<file path="config.mk">
export PLATFORM = sky130hd
export DESIGN_NAME = encap_out_reader
export DESIGN_NICKNAME = d
export VERILOG_FILES = /design/src/rtl/encap_out_reader.sv
export SDC_FILE = /design/constraint.sdc
export NUM_CORES = 1
export LEC_CHECK = 0
export CAP_MARGIN = 20
export CELL_PAD_IN_SITES_DETAIL_PLACEMENT = 0
export CELL_PAD_IN_SITES_GLOBAL_PLACEMENT = 1
export CORE_MARGIN = 5
export CORE_UTILIZATION = 31
export DETAILED_ROUTE_END_ITERATION = 10
export PLACE_DENSITY = 0.88
export SLEW_MARGIN = 20
export SYNTH_ARGS = -nofsm -noshare
export SYNTH_HDL_FRONTEND = slang
export SYNTH_SLANG_ARGS = --single-unit
</file>
<file path="constraint.sdc">
create_clock -name clk -period 3.8 [get_ports clk]
set_clock_uncertainty 0.1 [all_clocks]
set_input_delay 0.95 -clock clk [delete_from_list [all_inputs] [get_ports clk]]
set_output_delay 0.95 -clock clk [all_outputs]
set_load 0.05 [all_outputs]
</file>
<file path="src/rtl/encap_out_reader.sv">
// encap_out_reader
//   Drains the encapsulation results of encap_seq_gen (ciphertext C0,
//   confirmation C1, session key K) once it signals done, and emits them as a
//   single ordered 32-bit valid/ready stream: C0[0..C0_WORDS-1], C1[0..7],
//   K[0..7].
//
//   Reads are issued one per cycle while a credit is free.
//   Occupancy of a 2-entry output FIFO plus reads still in flight never
//   exceeds 2, so a stalled sink can never overflow the FIFO. The credit test
//   subtracts a pop happening in the same cycle, which lets a continuously
//   ready sink receive one word per cycle with no bubbles.
//
//   Optional build macro ENCAP_OUT_HDR_EN: prepends the header word
//   {8'hEC, 8'(parameter_set), 16'(TOTAL_WORDS)} before C0[0]. It occupies
//   the first issue slot, so the first stream word still appears two cycles
//   after the start edge.
//
// Ports
//   clk, rst           clock; asynchronous active-high reset
//   start              one-cycle pulse from encap_seq_gen.done
//   rd_C0/C0_addr/C0_out  C0 read port (1-cycle read latency)
//   rd_C1/C1_addr/C1_out  C1 read port (1-cycle read latency)
//   rd_K/K_addr/K_out     K read port (1-cycle read latency)
//   dout, dout_valid, dout_ready, dout_last   output stream
//   busy               high from the accepted start until done
//   done               one-cycle pulse after the final handshake
module encap_out_reader #(
  parameter int parameter_set = 1,
  parameter int m             = (parameter_set == 1) ? 12 : 13,
  parameter int t             = (parameter_set == 1) ? 64 :
                                (parameter_set == 2) ? 96 :
                                (parameter_set == 4) ? 119 : 128,
  parameter int l             = m * t,
  parameter int C0_WORDS      = (l + 31) / 32,
  parameter int TOTAL_WORDS   = C0_WORDS + 16,
  localparam int C0_AW        = (C0_WORDS > 1) ? $clog2(C0_WORDS) : 1
) (
  input  logic             clk,
  input  logic             rst,
  input  logic             start,
  output logic             rd_C0,
  output logic [C0_AW-1:0] C0_addr,
  input  logic [31:0]      C0_out,
  output logic             rd_C1,
  output logic [2:0]       C1_addr,
  input  logic [31:0]      C1_out,
  output logic             rd_K,
  output logic [2:0]       K_addr,
  input  logic [31:0]      K_out,
  output logic [31:0]      dout,
  output logic             dout_valid,
  input  logic             dout_ready,
  output logic             dout_last,
  output logic             busy,
  output logic             done
);

  typedef enum logic [2:0] {
    IDLE  = 3'd0,
    RD_C0 = 3'd1,
    RD_C1 = 3'd2,
    RD_K  = 3'd3,
    DRAIN = 3'd4
  } state_t;

  // Source of a read in flight; selects the capture mux one cycle later.
  typedef enum logic [1:0] {
    SRC_C0  = 2'd0,
    SRC_C1  = 2'd1,
    SRC_K   = 2'd2,
    SRC_HDR = 2'd3
  } src_t;

`ifdef ENCAP_OUT_HDR_EN
  localparam logic [31:0] HDR_WORD = {8'hEC, 8'(parameter_set), 16'(TOTAL_WORDS)};
`endif

  state_t             state_q, state_d;
  logic [C0_AW-1:0]   c0_addr_q, c0_addr_d;
  logic [2:0]         c1_addr_q, c1_addr_d;
  logic [2:0]         k_addr_q, k_addr_d;
  logic               done_q, done_d;
  logic               hdr_pend_q, hdr_pend_d;

  // In-flight read (issued last cycle, data present on *_out this cycle).
  logic               pend_q;
  src_t               pend_src_q;
  logic               pend_last_q;

  // Issue decision for this cycle.
  logic               issue;
  src_t               issue_src;
  logic               issue_last;

  // 2-entry output FIFO.
  logic [31:0]        fifo_data_q [2];
  logic               fifo_last_q [2];
  logic               wr_ptr_q, rd_ptr_q;
  logic [1:0]         occ_q;

  logic               pop;
  logic [2:0]         load;
  logic               credit_ok;
  logic [31:0]        cap_data;

  assign pop       = (occ_q != 2'd0) && dout_ready;
  // Occupancy after this cycle's pop plus the read still in flight.
  assign load      = {1'b0, occ_q} + {2'b00, pend_q} - {2'b00, pop};
  assign credit_ok = (load < 3'd2);

  always_comb begin
    cap_data = C0_out;
    case (pend_src_q)
      SRC_C0:  cap_data = C0_out;
      SRC_C1:  cap_data = C1_out;
      SRC_K:   cap_data = K_out;
`ifdef ENCAP_OUT_HDR_EN
      SRC_HDR: cap_data = HDR_WORD;
`endif
      default: cap_data = C0_out;
    endcase
  end

  always_comb begin
    state_d    = state_q;
    c0_addr_d  = c0_addr_q;
    c1_addr_d  = c1_addr_q;
    k_addr_d   = k_addr_q;
    done_d     = 1'b0;
    hdr_pend_d = hdr_pend_q;
    issue      = 1'b0;
    issue_src  = SRC_C0;
    issue_last = 1'b0;
    rd_C0      = 1'b0;
    rd_C1      = 1'b0;
    rd_K       = 1'b0;

    case (state_q)
      IDLE: begin
        // A start coinciding with the done pulse is ignored.
        if (start && !done_q) begin
          state_d    = RD_C0;
          c0_addr_d  = '0;
          hdr_pend_d = 1'b1;
        end
      end

      RD_C0: begin
        if (credit_ok) begin
          issue = 1'b1;
`ifdef ENCAP_OUT_HDR_EN
          if (hdr_pend_q) begin
            // Header takes the first slot; no memory read is needed.
            issue_src  = SRC_HDR;
            hdr_pend_d = 1'b0;
          end else
`endif
          begin
            rd_C0     = 1'b1;
            issue_src = SRC_C0;
            if (c0_addr_q == C0_AW'(C0_WORDS - 1)) begin
              state_d   = RD_C1;
              c1_addr_d = 3'd0;
            end else begin
              c0_addr_d = c0_addr_q + C0_AW'(1);
            end
          end
        end
      end

      RD_C1: begin
        if (credit_ok) begin
          rd_C1     = 1'b1;
          issue     = 1'b1;
          issue_src = SRC_C1;
          if (c1_addr_q == 3'd7) begin
            state_d  = RD_K;
            k_addr_d = 3'd0;
          end else begin
            c1_addr_d = c1_addr_q + 3'd1;
          end
        end
      end

      RD_K: begin
        if (credit_ok) begin
          rd_K      = 1'b1;
          issue     = 1'b1;
          issue_src = SRC_K;
          if (k_addr_q == 3'd7) begin
            state_d    = DRAIN;
            issue_last = 1'b1;
          end else begin
            k_addr_d = k_addr_q + 3'd1;
          end
        end
      end

      DRAIN: begin
        if (pop && fifo_last_q[rd_ptr_q]) begin
          state_d = IDLE;
          done_d  = 1'b1;
        end
      end

      default: state_d = IDLE;
    endcase
  end

  always_ff @(posedge clk or posedge rst) begin
    if (rst) begin
      state_q        <= IDLE;
      c0_addr_q      <= '0;
      c1_addr_q      <= 3'd0;
      k_addr_q       <= 3'd0;
      done_q         <= 1'b0;
      hdr_pend_q     <= 1'b0;
      pend_q         <= 1'b0;
      pend_src_q     <= SRC_C0;
      pend_last_q    <= 1'b0;
      fifo_data_q[0] <= 32'd0;
      fifo_data_q[1] <= 32'd0;
      fifo_last_q[0] <= 1'b0;
      fifo_last_q[1] <= 1'b0;
      wr_ptr_q       <= 1'b0;
      rd_ptr_q       <= 1'b0;
      occ_q          <= 2'd0;
    end else begin
      state_q     <= state_d;
      c0_addr_q   <= c0_addr_d;
      c1_addr_q   <= c1_addr_d;
      k_addr_q    <= k_addr_d;
      done_q      <= done_d;
      hdr_pend_q  <= hdr_pend_d;
      pend_q      <= issue;
      pend_src_q  <= issue_src;
      pend_last_q <= issue_last;
      if (pend_q) begin
        fifo_data_q[wr_ptr_q] <= cap_data;
        fifo_last_q[wr_ptr_q] <= pend_last_q;
        wr_ptr_q              <= ~wr_ptr_q;
      end
      if (pop) begin
        rd_ptr_q <= ~rd_ptr_q;
      end
      occ_q <= occ_q + {1'b0, pend_q} - {1'b0, pop};
    end
  end

  assign C0_addr    = c0_addr_q;
  assign C1_addr    = c1_addr_q;
  assign K_addr     = k_addr_q;
  assign dout       = fifo_data_q[rd_ptr_q];
  assign dout_valid = (occ_q != 2'd0);
  assign dout_last  = dout_valid && fifo_last_q[rd_ptr_q];
  assign busy       = (state_q != IDLE);
  assign done       = done_q;

endmodule

</file>
==> results.txt <==
The number of endpoints with negative hold slack in the final report is 0. The core area is approximately 14000 um2. The part of the cycle the worst path needs is 102.0%. The portion of synthesized cell area occupied by the leading cell type came out at 49.17%. The final reports fail on negative setup slack. The die area came out at around 17000 um2. The worst hold-check path type is reg2reg. The transition time at the pin with the least slew margin came out at about 0.75 ns. The part of the total power dissipated in sequential elements is a little under a third. In this run the clock root is driven by a sky130_fd_sc_hd__clkbuf_16. The via density per instance came out at 4.980. The number of different library cells used by synthesis comes to 39. The total of buffers placed on input and output ports came out at 149.

Following the worst setup path forward leads to its endpoint at rd_K. The initial antenna violation count came out at 0. The placement-stage cell area came out at ~6300 um2. The count of antenna diodes in the layout is 0. The nature of the critical path startpoint is an input port. Summing every instance area after synthesis gives between 4000 and 5000 um2. The routed wire length came out at ~13 mm.

In this run the deepest clock path goes through 2 buffers. The setup violation total in the final timing report is 2. The highest clock frequency the design can meet is roughly 260 MHz. The leakage power came out at around 2.8 nW. The slowest stage of the critical path is the sky130_fd_sc_hd__fa_2 cell. The H-tree generated during clock tree synthesis spans 3 levels. The maximum number of pins on one net before global-route repair is 66. Setup repair after global routing could not meet its margin everywhere. In this run the worst setup path begins at dout_ready. The number of nets handed over by synthesis was 590. The summed area of non-filler cells in the final layout is 6741 um2.

The initial core utilization came out at between 30% and 40%. The number of standard-cell rows in the floorplan came out at 44. The count of final max-slew check failures is 0. The minimum clock period came out at 3.876 ns. The final hold slack is about 0.38 ns. The number of cells traversed by the worst register-to-register path is 13. The later pin in the worst-skew pair is clocked with a latency of ~0.34 ns. The proportion of synthesized chip area in sequential cells came out at 49.17%. The global-route wire length before repair came out at 20.60 mm.

The largest single stage delay on the critical path is about 0.55 ns. The global routing usage summed across all routing layers came out at roughly 15%. The final route contains approximately 4000 vias. The via count of the first global-routing pass came out at around 4200. The worst setup slack after layout came out at -0.07640 ns. The worst-case IR drop observed on VDD is roughly 220 uV. The part of the total power dissipated in combinational logic is roughly two fifths. The number of buffers added by the clock tree synthesis step came out at 9. Net switching is roughly a third of the power. The fraction of layout cells with a size suffix above 1 came out at between 10% and 20%. In the layout the commonest cells are sky130_fd_sc_hd__clkdlybuf4s50_1 (145), sky130_fd_sc_hd__dfrtp_1 (88), sky130_fd_sc_hd__nand2_1 (69), sky130_fd_sc_hd__o21ai_0 (69), sky130_fd_sc_hd__nor2_1 (41).

The fraction of power consumed by the clock network came out at approximately 28%. The post-synthesis area per instance came out at 9.436 um2. The worst register-to-register path ends at state_q[0].

The worst-case register-to-register setup slack came out at between 0.7 and 0.8 ns. Counting flops and latches in the post-synthesis netlist gives slightly below 90. The power density over cell area is approximately 490 nW/um2. The final layout contains about 730 nets. Counting every sink on the clock net gives 89. For this design the top-level I/O count stands at 150. TritonCTS built the clock tree. The critical path data arrival time is about 2.8 ns.

The die is ~130 um wide. The number of buffers inserted for hold repair after clock tree synthesis is 0. The die is ~130 um tall. The residual antenna-violating net count after detailed routing is 0. Of all cell types, the one taking the most synthesized area is sky130_fd_sc_hd__dfrtp_1.

The max-capacitance violation count came out at 0. The clock transition at the registers of the reported paths is roughly 0.060 ns. The area growth from synthesis to final layout is 48.84%.

The DRC violations left came out at 0. Walking the worst path, the cells encountered are buf_6 -> o21ai_4 -> inv_1 -> ha_1 -> inv_1 -> ha_2 -> inv_2 -> fa_2 -> inv_2 -> nor3_4 -> and2_4 -> buf_12. The required time of the worst setup path came out at 2.75 ns. The post-synthesis cell count is 480. At the end of routability-driven placement, the weighted congestion stood at 0.8484.

The total net switching power is between 1 and 1.5 mW. The run finished, with violations left. After the first detailed-routing iteration, the DRC count stood at 167. The worst setup path category is in2out. The final global-route overflow total is 0. The design draws 3.329 mW.

Measured against its own limit, the worst slew margin works out to between 40% and 50%. Ranked by total cell area, the synthesized netlist is headed by sky130_fd_sc_hd__dfrtp_1 (49%), sky130_fd_sc_hd__mux2_2 (9.4%), sky130_fd_sc_hd__o21ai_0 (7.7%). Detailed placement finished with a half-perimeter wire length of roughly 9.4 mm. The most common library cell in the layout ignoring fill and taps is sky130_fd_sc_hd__clkdlybuf4s50_1.

The maximum fanout along the worst path is 2. The average wire per standard cell came out at 15.70 um. The start of the worst register-to-register path is occ_q[0]. The endpoint class of the critical path is a primary output.

The total iterations of the first detailed-routing run is 4. The internal portion of the total power is between 2 and 2.5 mW. The count of yosys warnings during synthesis is 0.
cell type report:
cell class | count | area [um2]
repair buffers | 168 | 1698
well taps | 184 | 230.2
clock inverters | 5 | 78.83
inverters | 11 | 42.54
fillers | 1369 | 7682
multi-input cells | 345 | 2231
flip-flops and latches | 89 | 2228
clock buffers | 11 | 232.7
power by group through the flow:
stage | Sequential, mW | Combinational [mW] | Clock (mW)
floorplan | 1.02 | 0.769 | 0
global placement | 1.06 | 1.21 | 0
detailed placement | 1.06 | 1.23 | 0
CTS | 1.04 | 1.30 | 0.965
global route | 1.05 | 1.42 | 0.995
finish | 1.04 | 1.35 | 0.939
synth_stat cells (all sizes together):
cell type / count
a22o: 8
and2b: 4
or3b: 1
nand2: 71
and2: 1
dfrtp: 89
nand3: 2
mux2i: 2
a22oi: 33
buf: 8
nand2b: 2
nand4: 2
a21oi: 33
a211oi: 1
and4b: 1
a31o: 1
xnor2: 2
o41ai: 1
clkbuf: 27
a2bb2oi: 1
o21ai: 71
nor4: 1
fa: 1
or2: 1
nor3: 8
o31ai: 2
nor2: 41
o22ai: 1
xor2: 2
ha: 9
nor3b: 1
a31oi: 2
and3: 1
mux2: 38
inv: 11
state kept, by name, summed over array words and instances (netlist names), 2 cells and up:
register     count
fifo_data_q     64
C0_addr          5
C1_addr          3
K_addr           3
state_q          3
fifo_last_q      2
occ_q            2
pend_src_q       2
cells by family after synthesis:
family	Yosys count	share of synthesized area [%]
flops	89	49.17
mux	40	9.890
buf+inv	46	4.088
xor+xnor	4	0.7736
compound gates	154	20.30
fa+ha+maj	10	2.928
simple gates	137	12.85
worst min path at each step:
stage / startpoint / to / slack, ns / cells past startpoint
6_report: fifo_data_q[28] / fifo_data_q[28] / 0.38 / 2
4_1_cts: fifo_data_q[12] / fifo_data_q[12] / 0.38 / 2
3_3_place_gp: fifo_data_q[23] / fifo_data_q[23] / 0.36 / 2
3_5_place_dp: fifo_data_q[12] / fifo_data_q[12] / 0.37 / 2
5_1_grt: fifo_data_q[12] / fifo_data_q[12] / 0.40 / 2
2_1_floorplan: fifo_data_q[0] / fifo_data_q[0] / 0.34 / 2
critical path, delay by kind of cell:
family	cells	cell delay, ns
buf+inv	6	0.44
compound gates	1	0.05
simple gates	2	0.42
fa+ha+maj	3	0.97
timing repair:
item	4_1_cts	5_1_grt
endpoints found under the setup margin	3	3
pin swaps	7	7
gates resized for setup	12	2
buffers inserted	3	2
per-stage QoR:
stage / util, % / instances / setup slack (ns) / setup TNS (ns)
2_1_floorplan: - / 480 / 0.006699 / 0
3_3_place_gp: 43.84 / 792 / -0.4954 / -1.181
3_5_place_dp: 43.84 / 792 / -0.5065 / -1.228
4_1_cts: 46.37 / 811 / -0.1447 / -0.2772
5_1_grt: 46.74 / 813 / -0.1564 / -0.4074
6_report: 46.74 / 813 / -0.07640 / -0.1384
routing by layer:
layer | wire length [um] | share of wire [%] | GRT usage (%)
met3 | 979 | 7.7 | 3.659
met1 | 5372 | 42 | 18.58
met4 | 165 | 1.3 | 4.961
met2 | 6246 | 49 | 26.87
met5 | 0 | 0 | 0
Note: power is estimated with default switching activity, not from simulation.
